## src/rtl/fp_byte_serializer_if.sv

```systemverilog
// Sample-side handshake bundle for fp_byte_serializer: compressed float fields plus valid/ready.
`timescale 1ns/1ps
interface fp_byte_serializer_if;
    logic       in_valid;
    logic       in_ready;
    logic       sign;
    logic [2:0] exp_in;
    logic [3:0] sig_in;

    modport master (
        output in_valid,
        output sign,
        output exp_in,
        output sig_in,
        input  in_ready
    );

    modport slave (
        input  in_valid,
        input  sign,
        input  exp_in,
        input  sig_in,
        output in_ready
    );
endinterface

```

## src/rtl/fp_byte_serializer.sv

```systemverilog
// Packs {sign,exp,sig} samples into bytes, buffers them in a FIFO and shifts them out MSB-first
// on a framed serial line. Define FP_SER_PARITY_EN to append an even-parity bit to each frame.
`timescale 1ns/1ps
module fp_byte_serializer #(
    parameter int DEPTH        = 4,
    parameter int CLKS_PER_BIT = 4
) (
    input  logic                   clk,
    input  logic                   rst_n,
    fp_byte_serializer_if.slave    s_if,
    output logic                   ser_out,
    output logic                   ser_frame,
    output logic                   busy,
    output logic [$clog2(DEPTH):0] count,
    output logic                   ovf
);
    localparam int AW = $clog2(DEPTH);
    localparam int CW = AW + 1;
    localparam int DW = (CLKS_PER_BIT > 1) ? $clog2(CLKS_PER_BIT) : 1;

    typedef enum logic [1:0] {
        ST_IDLE   = 2'd0,
        ST_SHIFT  = 2'd1,
`ifdef FP_SER_PARITY_EN
        ST_PARITY = 2'd3,
`endif
        ST_GAP    = 2'd2
    } state_e;

`ifdef FP_SER_PARITY_EN
    function automatic logic even_parity(input logic [7:0] data);
        return ^data;
    endfunction
`endif

    logic [7:0]    mem_q [DEPTH];
    logic [AW-1:0] wr_ptr_q, wr_ptr_d;
    logic [AW-1:0] rd_ptr_q, rd_ptr_d;
    logic [CW-1:0] count_q, count_d;
    logic          ovf_q, ovf_d;

    state_e        state_q;
    logic [7:0]    shift_q;
    logic [DW-1:0] div_q;
    logic [2:0]    bit_q;
    logic          ser_out_q;
    logic          ser_frame_q;
    logic          busy_q;
`ifdef FP_SER_PARITY_EN
    logic          parity_q;
`endif

    logic          in_ready_s;
    logic          push_s;
    logic          pop_s;
    logic          div_last_s;
    logic [7:0]    word_s;
    logic [7:0]    head_s;

    assign in_ready_s = (count_q != CW'(DEPTH));
    assign push_s     = s_if.in_valid && in_ready_s;
    assign pop_s      = (state_q == ST_IDLE) && (count_q != CW'(0));
    assign div_last_s = (div_q == DW'(CLKS_PER_BIT - 1));
    assign word_s     = {s_if.sign, s_if.exp_in, s_if.sig_in};
    assign head_s     = mem_q[rd_ptr_q];

    assign s_if.in_ready = in_ready_s;
    assign ser_out       = ser_out_q;
    assign ser_frame     = ser_frame_q;
    assign busy          = busy_q;
    assign count         = count_q;
    assign ovf           = ovf_q;

    // FIFO bookkeeping: pointers wrap naturally because DEPTH is a power of two
    always_comb begin
        wr_ptr_d = wr_ptr_q;
        rd_ptr_d = rd_ptr_q;
        count_d  = count_q;
        ovf_d    = ovf_q;
        if (push_s) begin
            wr_ptr_d = wr_ptr_q + AW'(1);
        end else begin
            wr_ptr_d = wr_ptr_q;
        end
        if (pop_s) begin
            rd_ptr_d = rd_ptr_q + AW'(1);
        end else begin
            rd_ptr_d = rd_ptr_q;
        end
        if (push_s && !pop_s) begin
            count_d = count_q + CW'(1);
        end else if (pop_s && !push_s) begin
            count_d = count_q - CW'(1);
        end else begin
            count_d = count_q;
        end
        if (s_if.in_valid && !in_ready_s) begin
            ovf_d = 1'b1;
        end else begin
            ovf_d = ovf_q;
        end
    end

    // FIFO pointer, occupancy and sticky overflow registers
    always_ff @(posedge clk or negedge rst_n) begin
        if (!rst_n) begin
            wr_ptr_q <= AW'(0);
            rd_ptr_q <= AW'(0);
            count_q  <= CW'(0);
            ovf_q    <= 1'b0;
        end else begin
            wr_ptr_q <= wr_ptr_d;
            rd_ptr_q <= rd_ptr_d;
            count_q  <= count_d;
            ovf_q    <= ovf_d;
        end
    end

    // Storage array; contents are meaningless once the pointers are reset
    always_ff @(posedge clk) begin
        if (push_s) begin
            mem_q[wr_ptr_q] <= word_s;
        end
    end

    // Serializer FSM with registered line outputs; divider restarts on every state entry
    always_ff @(posedge clk or negedge rst_n) begin
        if (!rst_n) begin
            state_q     <= ST_IDLE;
            shift_q     <= 8'd0;
            div_q       <= DW'(0);
            bit_q       <= 3'd0;
            ser_out_q   <= 1'b0;
            ser_frame_q <= 1'b0;
            busy_q      <= 1'b0;
`ifdef FP_SER_PARITY_EN
            parity_q    <= 1'b0;
`endif
        end else begin
            case (state_q)
                ST_IDLE: begin
                    if (pop_s) begin
                        state_q     <= ST_SHIFT;
                        shift_q     <= head_s;
                        div_q       <= DW'(0);
                        bit_q       <= 3'd0;
                        ser_out_q   <= head_s[7];
                        ser_frame_q <= 1'b1;
                        busy_q      <= 1'b1;
`ifdef FP_SER_PARITY_EN
                        parity_q    <= even_parity(head_s);
`endif
                    end
                end
                ST_SHIFT: begin
                    if (div_last_s) begin
                        div_q <= DW'(0);
                        if (bit_q == 3'd7) begin
`ifdef FP_SER_PARITY_EN
                            state_q   <= ST_PARITY;
                            ser_out_q <= parity_q;
`else
                            state_q     <= ST_GAP;
                            ser_out_q   <= 1'b0;
                            ser_frame_q <= 1'b0;
`endif
                        end else begin
                            shift_q   <= {shift_q[6:0], 1'b0};
                            bit_q     <= bit_q + 3'd1;
                            ser_out_q <= shift_q[6];
                        end
                    end else begin
                        div_q <= div_q + DW'(1);
                    end
                end
`ifdef FP_SER_PARITY_EN
                ST_PARITY: begin
                    if (div_last_s) begin
                        div_q       <= DW'(0);
                        state_q     <= ST_GAP;
                        ser_out_q   <= 1'b0;
                        ser_frame_q <= 1'b0;
                    end else begin
                        div_q <= div_q + DW'(1);
                    end
                end
`endif
                ST_GAP: begin
                    if (div_last_s) begin
                        div_q   <= DW'(0);
                        state_q <= ST_IDLE;
                        busy_q  <= 1'b0;
                    end else begin
                        div_q <= div_q + DW'(1);
                    end
                end
                default: begin
                    state_q     <= ST_IDLE;
                    div_q       <= DW'(0);
                    bit_q       <= 3'd0;
                    ser_out_q   <= 1'b0;
                    ser_frame_q <= 1'b0;
                    busy_q      <= 1'b0;
                end
            endcase
        end
    end
endmodule
```

## src/flat_wrapper.sv

```systemverilog
// flat-port wrapper written by rule: the top's interface ports become plain ports
module fp_byte_serializer_flat 
#(
    parameter int DEPTH        = 4,
    parameter int CLKS_PER_BIT = 4
)
  (clk, rst_n, ser_out, ser_frame, busy, count, ovf, s_if_in_valid, s_if_sign, s_if_exp_in, s_if_sig_in, s_if_in_ready);
  fp_byte_serializer_if s_if_i ();
  input  logic clk;
  input  logic rst_n;
  output logic ser_out;
  output logic ser_frame;
  output logic busy;
  output logic [$clog2(DEPTH):0] count;
  output logic ovf;
  input wire logic [$bits(s_if_i.in_valid)-1:0] s_if_in_valid;
  input wire logic [$bits(s_if_i.sign)-1:0] s_if_sign;
  input wire logic [$bits(s_if_i.exp_in)-1:0] s_if_exp_in;
  input wire logic [$bits(s_if_i.sig_in)-1:0] s_if_sig_in;
  output wire logic [$bits(s_if_i.in_ready)-1:0] s_if_in_ready;
  assign s_if_i.in_valid = s_if_in_valid;
  assign s_if_i.sign = s_if_sign;
  assign s_if_i.exp_in = s_if_exp_in;
  assign s_if_i.sig_in = s_if_sig_in;
  assign s_if_in_ready = s_if_i.in_ready;
  fp_byte_serializer #(.DEPTH(DEPTH), .CLKS_PER_BIT(CLKS_PER_BIT)) u_core (.clk(clk), .rst_n(rst_n), .s_if(s_if_i), .ser_out(ser_out), .ser_frame(ser_frame), .busy(busy), .count(count), .ovf(ovf));
endmodule
```

## config.mk

```make
export PLATFORM = sky130hd
export DESIGN_NAME = fp_byte_serializer_flat
export DESIGN_NICKNAME = d
export VERILOG_FILES = /design/src/rtl/fp_byte_serializer_if.sv /design/src/rtl/fp_byte_serializer.sv /design/src/flat_wrapper.sv
export SDC_FILE = /design/constraint.sdc
export NUM_CORES = 1
export LEC_CHECK = 0
export BUFFER_PORTS_ARGS = -buffer_cell sky130_fd_sc_hd__buf_2
export CORE_UTILIZATION = 59
export DETAILED_ROUTE_END_ITERATION = 12
export HOLD_SLACK_MARGIN = 0.1
export PLACE_DENSITY = 0.78
export SYNTH_ARGS = -nofsm -noshare
export SYNTH_HDL_FRONTEND = slang
export SYNTH_SLANG_ARGS = --single-unit
```

## constraint.sdc

```tcl
create_clock -name clk -period 2.4 [get_ports clk]
set_input_delay 0.48 -clock clk [delete_from_list [all_inputs] [get_ports clk]]
set_output_delay 0.48 -clock clk [all_outputs]
set_load 0.05 [all_outputs]
```

# --- Word level (Yosys, flattened, before mapping) ---
# Memory sizes are Yosys's and may differ from the RTL's.
# Index checks and enable logic that the tools add are counted.
# Widths: inputs -> output; s select.
totals:
  register_bits: 25
  latchBits: 0
  ramBits: 32
  romBits: 0
  inputBits: 11
  out_inout_bits: 8
  word_cells: 79
  memories: 1
mem_list:
  columns: ["memory", "words", "word_bits", "rd", "rd_ports_with_merged_regs", "write_ports", "line", "text"]
  rows:
  - ["u_core.mem_q", 4, 8, 1, 0, 1, "fp_byte_serializer.sv:36", "logic [7:0] mem_q [DEPTH];"]
op_classes:
  add_sub_neg: 6
  n_mul: 0
  div_mod_pow: 0
  order_cmp: 0
  n_eq_ne: 10
  shifts: 0
  muxes: 30
  bitwise_logic: 2
  n_reduce_logical: 19
ops:
  columns: ["cell", "n"]
  rows:
  - ["$mux 7", 3]
  - ["$reduce_and 4->1", 4]
  - ["$mux 3", 5]
  - ["$pmux 7 s2", 1]
  - ["$mux 2", 6]
  - ["$mux 1", 9]
  - ["$pmux 1 s3", 3]
  - ["$pmux 3 s3", 1]
  - ["$ne 2x1->1 const B", 4]
  - ["$add 2x1->2 const B", 3]
  - ["$add 3x1->3 const B", 2]
  - ["$pmux 2 s3", 1]
  - ["$reduce_and 3->1", 2]
  - ["$logic_and 1x1->1", 5]
  - ["$eq 2x2->1 const B", 2]
  - ["$pmux 2 s2", 1]
  - ["$reduce_bool 2->1", 2]
  - ["$eq 3x3->1 const B", 1]
  - ["$logic_not 1->1", 3]
  - ["$ne 3x3->1 const B", 1]
  - ["$reduce_bool 3->1", 1]
  - ["$sub 3x1->3 const B", 1]
  - ["$eq 2x1->1 const B", 1]
  - ["$logic_not 2->1", 1]
  - ["other kinds (3)", 4]

# --- Longest topological paths before layout ---
# Gate-level depths: netlist (run 1).
depth:
  depth_word: 6
  mapped_depth: 9
  depth_no_buf: 9

# --- Least setup slack after synthesis (run 1) ---
# OpenSTA, ideal clock, no wires.
synth_path:
  kind: "register -> register"
  start: "register u_core.count_q[2], in the netlist u_core.count[2]"
  end: "register u_core.count_q[1], in the netlist u_core.count[1]"
  arrival_ns: 2.521
  t_required_ns: 2.275
  slack_ns: -0.245
  stages_incl_launch_ff: 7
  period_less_slack_ns: 2.645
  cell_sequence: "dfrtp_1 -> nand2_1 -> and2_0 -> ha_1 -> inv_1 -> fa_1 -> mux2_2"
synth_between:
  elab_cells_between_ends: 10
  classes_between: "eq/ne (1); mux (1); reduce/logical (8)"
synth_lines:
  columns: ["element", "line", "text"]
  rows:
  - ["start: declaration", "fp_byte_serializer.sv:39", "logic [CW-1:0] count_q, count_d;"]
  - ["start signal: assignment", "fp_byte_serializer.sv:114", "count_q <= count_d;"]
  - ["$ne 3x3->1", "fp_byte_serializer.sv:60", "assign in_ready_s = (count_q != CW'(DEPTH));"]
  - ["via s_if_in_ready", "flat_wrapper.sv:20", "output wire logic [$bits(s_if_i.in_ready)-1:0] s_if_in_ready;"]
  - ["$logic_and 1x1->1", "fp_byte_serializer.sv:61", "assign push_s = s_if.in_valid && in_ready_s;"]
  - ["via u_core.push_s", "fp_byte_serializer.sv:54", "logic push_s;"]
  - ["$logic_and 1x1->1", "fp_byte_serializer.sv:90", "if (push_s && !pop_s) begin"]
  - ["$mux 3", "fp_byte_serializer.sv:90", null]
  - ["via u_core.count_d[1]", "fp_byte_serializer.sv:39", null]
# The timed path passes the listed nets, and every way through them passes these cells.
# A chain may end at the register's enable or synchronous reset.

# --- Worst setup path in the final report (run 1) ---
layout_path:
  start: "register u_core.count_q[1], in the netlist u_core.count[1]"
  end: "register u_core.count_q[1], in the netlist u_core.count[1]"
layout_between:
  elab_cells_between_ends: 13
  classes_between: "add/sub (2); eq/ne (1); mux (2); reduce/logical (8)"
layout_lines:
  columns: ["element", "line"]
  rows:
  - ["$ne 3x3->1", "fp_byte_serializer.sv:60"]
  - ["$logic_and 1x1->1", "fp_byte_serializer.sv:61"]
  - ["via u_core.push_s", "fp_byte_serializer.sv:54"]
  - ["$logic_and 1x1->1", "fp_byte_serializer.sv:90"]
  - ["$mux 3", "fp_byte_serializer.sv:90"]
  - ["via u_core.count_d[1]", "fp_byte_serializer.sv:39"]
# The timed path passes the listed nets, and every way through them passes these cells. The select of a mux whose other input is x is not followed.

==> flow_summary.yaml, run 1 <==
placed_design:
  io_buffers: 18
  place.gp.congestion: 0.726
  dp_cells: 258
  post-dp-hpwl_um: 3030
die:
  initial_utilization_pct: 62.8
  core_sq_um: 4060
  dieArea_sq_um: 4580
  die_w_um: 67.7
  die_y_um: 67.7
  io_pins: 19
  row_count: 23
setup_path:
  worstSetupEndpointType: "register"
  cp.arrival_ns: 2.36
  crit_path_start_kind: "register"
  worst_path_max_delay_cell: "dfrtp_2"
  crit_chain: "nor2_1 > nand2_2 > and2_0 > ha_1 > inv_1 > fa_1 > mux2_2"
  critical_path_class: "reg2reg"
  critPathMaxStageDelay_ns: 0.47
  crit_buf_inv: 1
  required_ns: 2.60
  worst-path-max-fanout: 6
  crit_family: "adder cells"
drt:
  drc: 0
  drt-total-wl_um: 4440
  wl_met2_um: 2190
  vias_per_cell: 5.72
  met3_length_um: 197
  vias: 1561
  wl_per_cell_um: 16.3
  dr.pass1.iters: 5
  drt_iter0_markers: 82
  highest_layer: "met4"
  wl_met1_um: 1950
  ant_nets: 0
yosys:
  yosysMostFrequentCell: "edfxtp_1"
  ys_types: 40
  synth-async-reset-ratio_pct: 43.9
  syn_nets: 215
  synth-seq-area-share_pct: 62.3
  yosys_warnings: 0
  synth_top_area_share_pct: 37.7
  synth.avg_cell_area_sq_um: 13.3
  synth_ff_type: "edfxtp_1"
  ys_top_cells_by_count: "edfxtp_1, dfrtp_1, nor2_1"
  synthCells: 192
  syn-cell-area_sq_um: 2550
  synth-edff-count: 32
  yosys_register_bits: 57
  synth_area_leaders: "edfxtp_1, dfrtp_1, ha_1"
  synth_largest_area_cell: "edfxtp_1"
run_status:
  outcome: "complete, no violations"
grt:
  first_global_vias: 1563
  track_usage_pct: 23.0
  grt_pass1_wl_um: 7200
  grt_max_degree: 26
  overflow: 0
  antenna_found_initial: 0
clock_tree:
  clkSinkCount: 57
  cts_resized: 0
  cts_tree: "built"
  worst_skew_pair.late_latency_ns: 0.33
  clk_pin_slew_ns: 0.06
  postCtsSetupBuffers: 0
  cts_htree_levels: 3
  cts_buffer_depth: 2
  cts_root_buf: "clkbuf_8"
  cts_buffers: 9
  cts-hold-fix-buffers: 0
sta:
  hold_ws_ns: 0.141
  tightest_slew_ns: 0.766
  hold_viol: 0
  fin_crit_ns: 2.16
  setup_tns_ns: 0
  slew_headroom_pct: 48.9
  slew_viol_final: 0
  fin_crit_sh_pct: 90.1
  finalSetupViolCount: 0
  rsz0062_at_grt: "no"
  fmax_mhz: 463
  fin_skew_ns: 0.00638
final_layout:
  areaGrowthSynthToFinish_pct: 14.3
  nNetsFinal: 242
  post-route-util_pct: 71.7
  fill_cells: 278
  stdcell_count: 273
  drive_gt1_share_pct: 22.4
  antenna_cells: 0
job:
  drv_cap: 0
power_and_ir_drop:
  p_leak_uw: 0.00121
  p_per_area_nw_per_um2: 1440
  vdd_drop_max_uv: 1300
  power_uw: 4190
worst_hold_path:
  hp-class: "in2async"
[logic make-up after synthesis]
kind of cell | share of synthesized area [%]
buf+inv | 2.65
flops | 62.3
mux | 8.40
fa+ha+maj | 6.19
compound gates | 7.03
xor+xnor | 2.06
simple gates | 11.4
[per-layer routing]
layer / track usage [%] / vias up
met5: 0 / -
met4: 14.1 / 0
met3: 4.90 / 13
met2: 35.4 / 39
met1: 29.6 / 764
li1: - / 745
[state kept, by name, indices dropped and copies added (netlist names)]
signal	count
u_core.state_q	2
u_core.count	3
u_core.wr_ptr_q	2
u_core.ser_frame	1
u_core.div_q	2
u_core.ovf	1
u_core.shift_q	7
u_core.busy	1
u_core.rd_ptr_q	2
u_core.mem_q	32
u_core.bit_q	3
u_core.ser_out	1
[report_power, final]
group          total [uW]  switching [uW]  internal (uW)
Sequential           1630             251           1370
Clock                 914             340            574
Combinational        1650             976            670
Total                4190            1570           2620
[cell type report]
class	instances	area, sq um	area share, %
clock inverters	4	68.8	2.37
inverters	8	30.0	1.03
well taps	50	62.6	2.15
multi-input cells	120	900	30.9
flip-flops and latches	57	1590	54.6
repair buffers	23	128	4.39
clock buffers	11	131	4.52
[placed cells by master, fill, tap and decap left out, types with 3 or more instances in the layout]
| cell | instances |
|---|---|
| nor2_1 | 16 |
| xnor2_1 | 3 |
| nor3_1 | 5 |
| clkbuf_8 | 9 |
| mux2_2 | 3 |
| nand2_1 | 14 |
| o21ai_0 | 5 |
| inv_1 | 8 |
| o211ai_1 | 3 |
| and3_1 | 4 |
| a21oi_1 | 8 |
| nand2b_1 | 3 |
| a211oi_1 | 5 |
| buf_4 | 5 |
| mux2i_1 | 12 |
| buf_2 | 18 |
| nand3_1 | 3 |
| xor2_1 | 3 |
| edfxtp_1 | 32 |
| ha_1 | 11 |
| dfrtp_1 | 23 |
[stage by stage]
step	setup WS, ns	instance area, sq um
4_1_cts	0.0720	2900
3_3_place_gp	0.311	2700
6_report	0.239	2910
2_1_floorplan	-0.0534	2550
5_1_grt	0.166	2910
3_5_place_dp	0.109	2700
[worst paths after layout]
check | from | endpoint | slack [ns] | cells past startpoint
setup reg to reg | u_core.count[1] | u_core.count[1] | 0.24 | 7
setup / recovery | u_core.count[1] | u_core.count[1] | 0.24 | 7
max in group asynchronous | rst_n | u_core.count[1] | 1.84 | 1
hold reg to reg | u_core.ovf | u_core.ovf | 0.47 | 1
hold / removal | rst_n | u_core.ser_frame | 0.14 | 1
min in group clk | s_if_exp_in[1] | u_core.mem_q[3][5] | 0.37 | 1
Power figures use the tool's default switching activity.
==> run 2, diff against run 1 <==
--- a/config.mk
+++ b/config.mk
@@ -6,10 +6,9 @@
 export NUM_CORES = 1
 export LEC_CHECK = 0
 export BUFFER_PORTS_ARGS = -buffer_cell sky130_fd_sc_hd__buf_2
-export CORE_UTILIZATION = 59
+export CORE_UTILIZATION = 40
 export DETAILED_ROUTE_END_ITERATION = 12
-export HOLD_SLACK_MARGIN = 0.1
-export PLACE_DENSITY = 0.78
+export HOLD_SLACK_MARGIN = 0.03
 export SYNTH_ARGS = -nofsm -noshare
 export SYNTH_HDL_FRONTEND = slang
 export SYNTH_SLANG_ARGS = --single-unit
==> flow_summary.yaml, run 2 (same netlist as run 1, synthesis figures left out) <==
drt:
  vias_per_cell: 5.04
  vias: 1518
  drc: 0
  wl_per_cell_um: 14.5
  dr.pass1.iters: 4
  drt-total-wl_um: 4360
  ant_nets: 0
  drt_iter0_markers: 102
setup_path:
  required_ns: 2.62
  critical_path_class: "reg2reg"
  worst-path-max-fanout: 6
  crit_path_start_kind: "register"
  worstSetupEndpointType: "register"
  cp-startpoint: "u_core.count[0]"
  rr_endpoint: "u_core.count[1]"
  cp.arrival_ns: 2.29
  r2r_slack_ns: 0.33
  r2r-start: "u_core.count[0]"
  reg2reg_depth: 7
  endpoint: "u_core.count[1]"
sta:
  slew_headroom_pct: 60.8
  fin_skew_ns: 0.0107
  slew_viol_final: 0
  fin_crit_ns: 2.07
  rsz0062_at_grt: "no"
  fin_crit_sh_pct: 86.2
  hold_viol: 0
  fmax_mhz: 484
  tightest_slew_ns: 0.588
  finalSetupViolCount: 0
power_and_ir_drop:
  internal_power_uw: 2650
  sequentialPowerShare_pct: 38.4
  power_frac_clock_pct: 24.0
  p_per_area_nw_per_um2: 1430
  p_leak_uw: 0.00123
  swShare_pct: 37.8
  vdd_drop_max_uv: 627
  combPwrFrac_pct: 37.6
  p_switching_uw: 1610
run_status:
  outcome: "complete, no violations"
grt:
  grt_pass1_wl_um: 7180
  antenna_found_initial: 0
  track_usage_pct: 15.2
  first_global_vias: 1513
  overflow: 0
  grt_max_degree: 26
clock_tree:
  cts_buffers: 9
  cts_root_buf: "clkbuf_8"
  clk_pin_slew_ns: 0.07
  cts_htree_levels: 3
  cts-hold-fix-buffers: 0
  postCtsSetupBuffers: 0
  cts_tree: "built"
  cts_buffer_depth: 2
  clkSinkCount: 57
  worst_skew_pair.late_latency_ns: 0.34
  cts_resized: 0
final_layout:
  regArea_sq_um: 1590
  drive_gt1_share_pct: 24.3
  top_regs: "u_core.mem_q x32, u_core.shift_q x7"
  top_register: "u_core.mem_q"
  fill_cells: 546
  largest_reg_flops: 32
  nNetsFinal: 244
  design_area_sq_um: 2980
  final_common_cell: "edfxtp_1"
  final_cell_mix: "edfxtp_1, dfrtp_1, buf_2"
  areaGrowthSynthToFinish_pct: 17.0
  stdcell_count: 301
  antenna_cells: 0
  multiInputGateArea_sq_um: 895
die:
  dieArea_sq_um: 6690
  die_w_um: 81.8
  row_count: 28
  initial_utilization_pct: 42.3
  die_y_um: 81.8
  io_pins: 19
  core_sq_um: 6030
worst_hold_path:
  hp-class: "in2async"
placed_design:
  post-dp-hpwl_um: 2940
  place_area_sq_um: 2750
  dp_cells: 285
  io_buffers: 18
  place.gp.congestion: 0.720
job:
  drv_cap: 0
==> run 2: worst min path at each step <==
stage              startpoint  slack, ns          endpoint  cells past startpoint
3_3_place_gp   u_core.ser_out       0.47    u_core.ser_out                      2
4_1_cts                 rst_n       0.16  u_core.ser_frame                      1
3_5_place_dp   u_core.ser_out       0.47    u_core.ser_out                      2
5_1_grt                 rst_n       0.18   u_core.bit_q[0]                      1
6_report                rst_n       0.14  u_core.ser_frame                      1
2_1_floorplan           rst_n       0.18   u_core.bit_q[0]                      0
==> run 2: power by group through the flow <==
stage	sequential, uW	combinational, uW	clock (uW)
detailed placement	1660	1610	0
global route	1680	1790	1080
finish	1630	1600	1020
floorplan	1750	1120	0
global placement	1640	1600	0
CTS	1640	1620	1030
==> run 2: worst max-delay path, stage by stage, from the launching register on <==
cell     delay, ns
dfrtp_2       0.47
nor2_1        0.17
nand2_2       0.11
and2_0        0.24
ha_1          0.23
inv_1         0.07
fa_1          0.40
mux2_2        0.26
==> run 2: routing by layer <==
| layer | share of wire [%] | routed length, um | up-vias | track usage (%) |
|---|---|---|---|---|
| met1 | 49 | 2120 | 732 | 20.1 |
| met2 | 45 | 1960 | 35 | 22.6 |
| met3 | 4.8 | 209 | 5 | 5.00 |
| met4 | 1.5 | 65 | 0 | 6.84 |
| met5 | 0 | 0 | - | 0 |
| li1 | - | - | 746 | - |
==> run 2: through the flow <==
step / util, % / TNS, ns / power (uW) / hold WS [ns] / worst slack (ns)
after floorplan: - / -0.0534 / 2870 / 0.184 / -0.0534
after global placement: 45.6 / 0 / 3240 / 0.470 / 0.388
after detailed placement: 45.6 / 0 / 3270 / 0.470 / 0.342
after CTS: 49.4 / 0 / 4280 / 0.164 / 0.318
after global routing: 49.4 / 0 / 4540 / 0.183 / 0.214
final: 49.4 / 0 / 4250 / 0.141 / 0.332
==> run 2: layout make-up <==
class	count	area share, %
well taps	75	3.15
repair buffers	25	4.79
flip-flops and latches	57	53.4
multi-input cells	120	30.0
inverters	8	1.01
clock inverters	7	3.49
clock buffers	9	4.16
==> run 3, diff against run 2 <==
--- a/config.mk
+++ b/config.mk
@@ -6,7 +6,9 @@
 export NUM_CORES = 1
 export LEC_CHECK = 0
 export BUFFER_PORTS_ARGS = -buffer_cell sky130_fd_sc_hd__buf_2
+export CAP_MARGIN = 15
 export CORE_UTILIZATION = 40
+export CTS_BUF_LIST = sky130_fd_sc_hd__clkbuf_16
 export DETAILED_ROUTE_END_ITERATION = 12
 export HOLD_SLACK_MARGIN = 0.03
 export SYNTH_ARGS = -nofsm -noshare
==> flow_summary.yaml, run 3 (same netlist as run 1, synthesis figures left out) <==
drt:
  vias_per_cell: 5.09
  dr.pass1.iters: 4
  ant_nets: 0
  vias: 1532
  drt-total-wl_um: 4350
  drc: 0
  drt_iter0_markers: 116
  wl_per_cell_um: 14.4
setup_path:
  crit_chain: "nor2_1 > nand2_2 > and2_0 > ha_1 > inv_1 > fa_1 > mux2_2"
  worstSetupEndpointType: "register"
  worst_path_max_delay_cell: "dfrtp_2"
  worst-path-max-fanout: 6
  required_ns: 2.60
  crit_path_start_kind: "register"
  cp.arrival_ns: 2.26
  critPathMaxStageDelay_ns: 0.46
  critical_path_class: "reg2reg"
clock_tree:
  cts-hold-fix-buffers: 0
  cts_root_buf: "clkbuf_16"
  clkSinkCount: 57
  clk_pin_slew_ns: 0.06
  postCtsSetupBuffers: 0
  worst_skew_pair.late_latency_ns: 0.32
  cts_resized: 0
  cts_buffer_depth: 2
  cts_htree_levels: 3
  cts_buffers: 9
  cts_tree: "built"
sta:
  fin_crit_ns: 2.07
  fmax_mhz: 484
  hold_viol: 0
  slew_viol_final: 0
  finalSetupViolCount: 0
  slew_headroom_pct: 60.6
  setup_slack_ns: 0.334
  fin_skew_ns: 0.00572
  fin_crit_sh_pct: 86.1
  rsz0062_at_grt: "no"
  tightest_slew_ns: 0.591
worst_hold_path:
  hp-class: "in2async"
power_and_ir_drop:
  power_uw: 4610
  p_leak_uw: 0.00128
  p_per_area_nw_per_um2: 1500
  vdd_drop_max_uv: 645
run_status:
  outcome: "complete, no violations"
grt:
  grt_max_degree: 26
  grt_pass1_wl_um: 7260
  antenna_found_initial: 0
  track_usage_pct: 15.3
  overflow: 0
  first_global_vias: 1526
placed_design:
  post-dp-hpwl_um: 2940
  dp_cells: 285
  io_buffers: 18
  place_area_sq_um: 2750
  pre_cts_slack_ns: 0.342
  place.gp.congestion: 0.720
die:
  dieArea_sq_um: 6690
  io_pins: 19
  core_sq_um: 6030
  initial_utilization_pct: 42.3
  row_count: 28
  die_w_um: 81.8
  die_y_um: 81.8
final_layout:
  fill_cells: 531
  largest_reg_flops: 32
  final_cell_mix: "edfxtp_1, dfrtp_1, buf_2"
  nNetsFinal: 244
  design_area_sq_um: 3080
  stdcell_count: 301
  top_regs: "u_core.mem_q x32, u_core.shift_q x7"
  top_register: "u_core.mem_q"
  drive_gt1_share_pct: 24.3
  antenna_cells: 0
  final_common_cell: "edfxtp_1"
  areaGrowthSynthToFinish_pct: 20.9
job:
  drv_cap: 0
[run 3: cell counts in the layout (fill, tap and decap cells not counted)]
Identical to the previous run, type by type.
[run 3: layer usage]
layer / wire length (um) / up-vias / global-route usage, %
met5: 0 / - / 0
met4: 51 / 0 / 7.37
met3: 177 / 4 / 4.33
met2: 2010 / 27 / 23.0
met1: 2110 / 749 / 20.4
li1: - / 752 / -
[run 3: through the flow]
step	utilization, %	hold slack (ns)	TNS [ns]
6_report	51.1	0.155	0
3_5_place_dp	45.6	0.470	0
2_1_floorplan	-	0.184	-0.0534
5_1_grt	51.1	0.209	0
4_1_cts	51.1	0.186	0
3_3_place_gp	45.6	0.470	0
[run 3: final timing paths]
kind	from	to	slack (ns)	cells after the start
max	u_core.count[0]	u_core.count[1]	0.33	7
min	rst_n	u_core.ser_frame	0.16	1
max reg2reg	u_core.count[0]	u_core.count[1]	0.33	7
min reg2reg	u_core.ser_out	u_core.ser_out	0.47	2
max in group asynchronous	rst_n	u_core.count[1]	1.83	1
min in group clk	s_if_sig_in[3]	u_core.mem_q[1][3]	0.38	1
[run 3: power by group]
part | internal (uW) | switching (uW) | leakage [uW]
combinational | 681 | 920 | 0.000530
clock | 918 | 460 | 0.000160
sequential | 1370 | 260 | 0.000588
[run 3: area by class of cell]
class	instances	area, sq um	share of cell area [%]
flip-flops and latches	57	1590	51.6
multi-input cells	120	895	29.1
clock buffers	9	225	7.31
repair buffers	25	143	4.63
clock inverters	7	104	3.37
well taps	75	93.8	3.05
inverters	8	30.0	0.975
[run 3: worst max-delay path, delay by kind of cell, from the launching register on]
kind | cells | cell delay (ns)
multiplexers | 1 | 0.26
buffers and inverters | 1 | 0.07
adder cells (fa/ha/maj) | 2 | 0.63
AND/OR/NAND/NOR | 3 | 0.52
flip-flops | 1 | 0.46
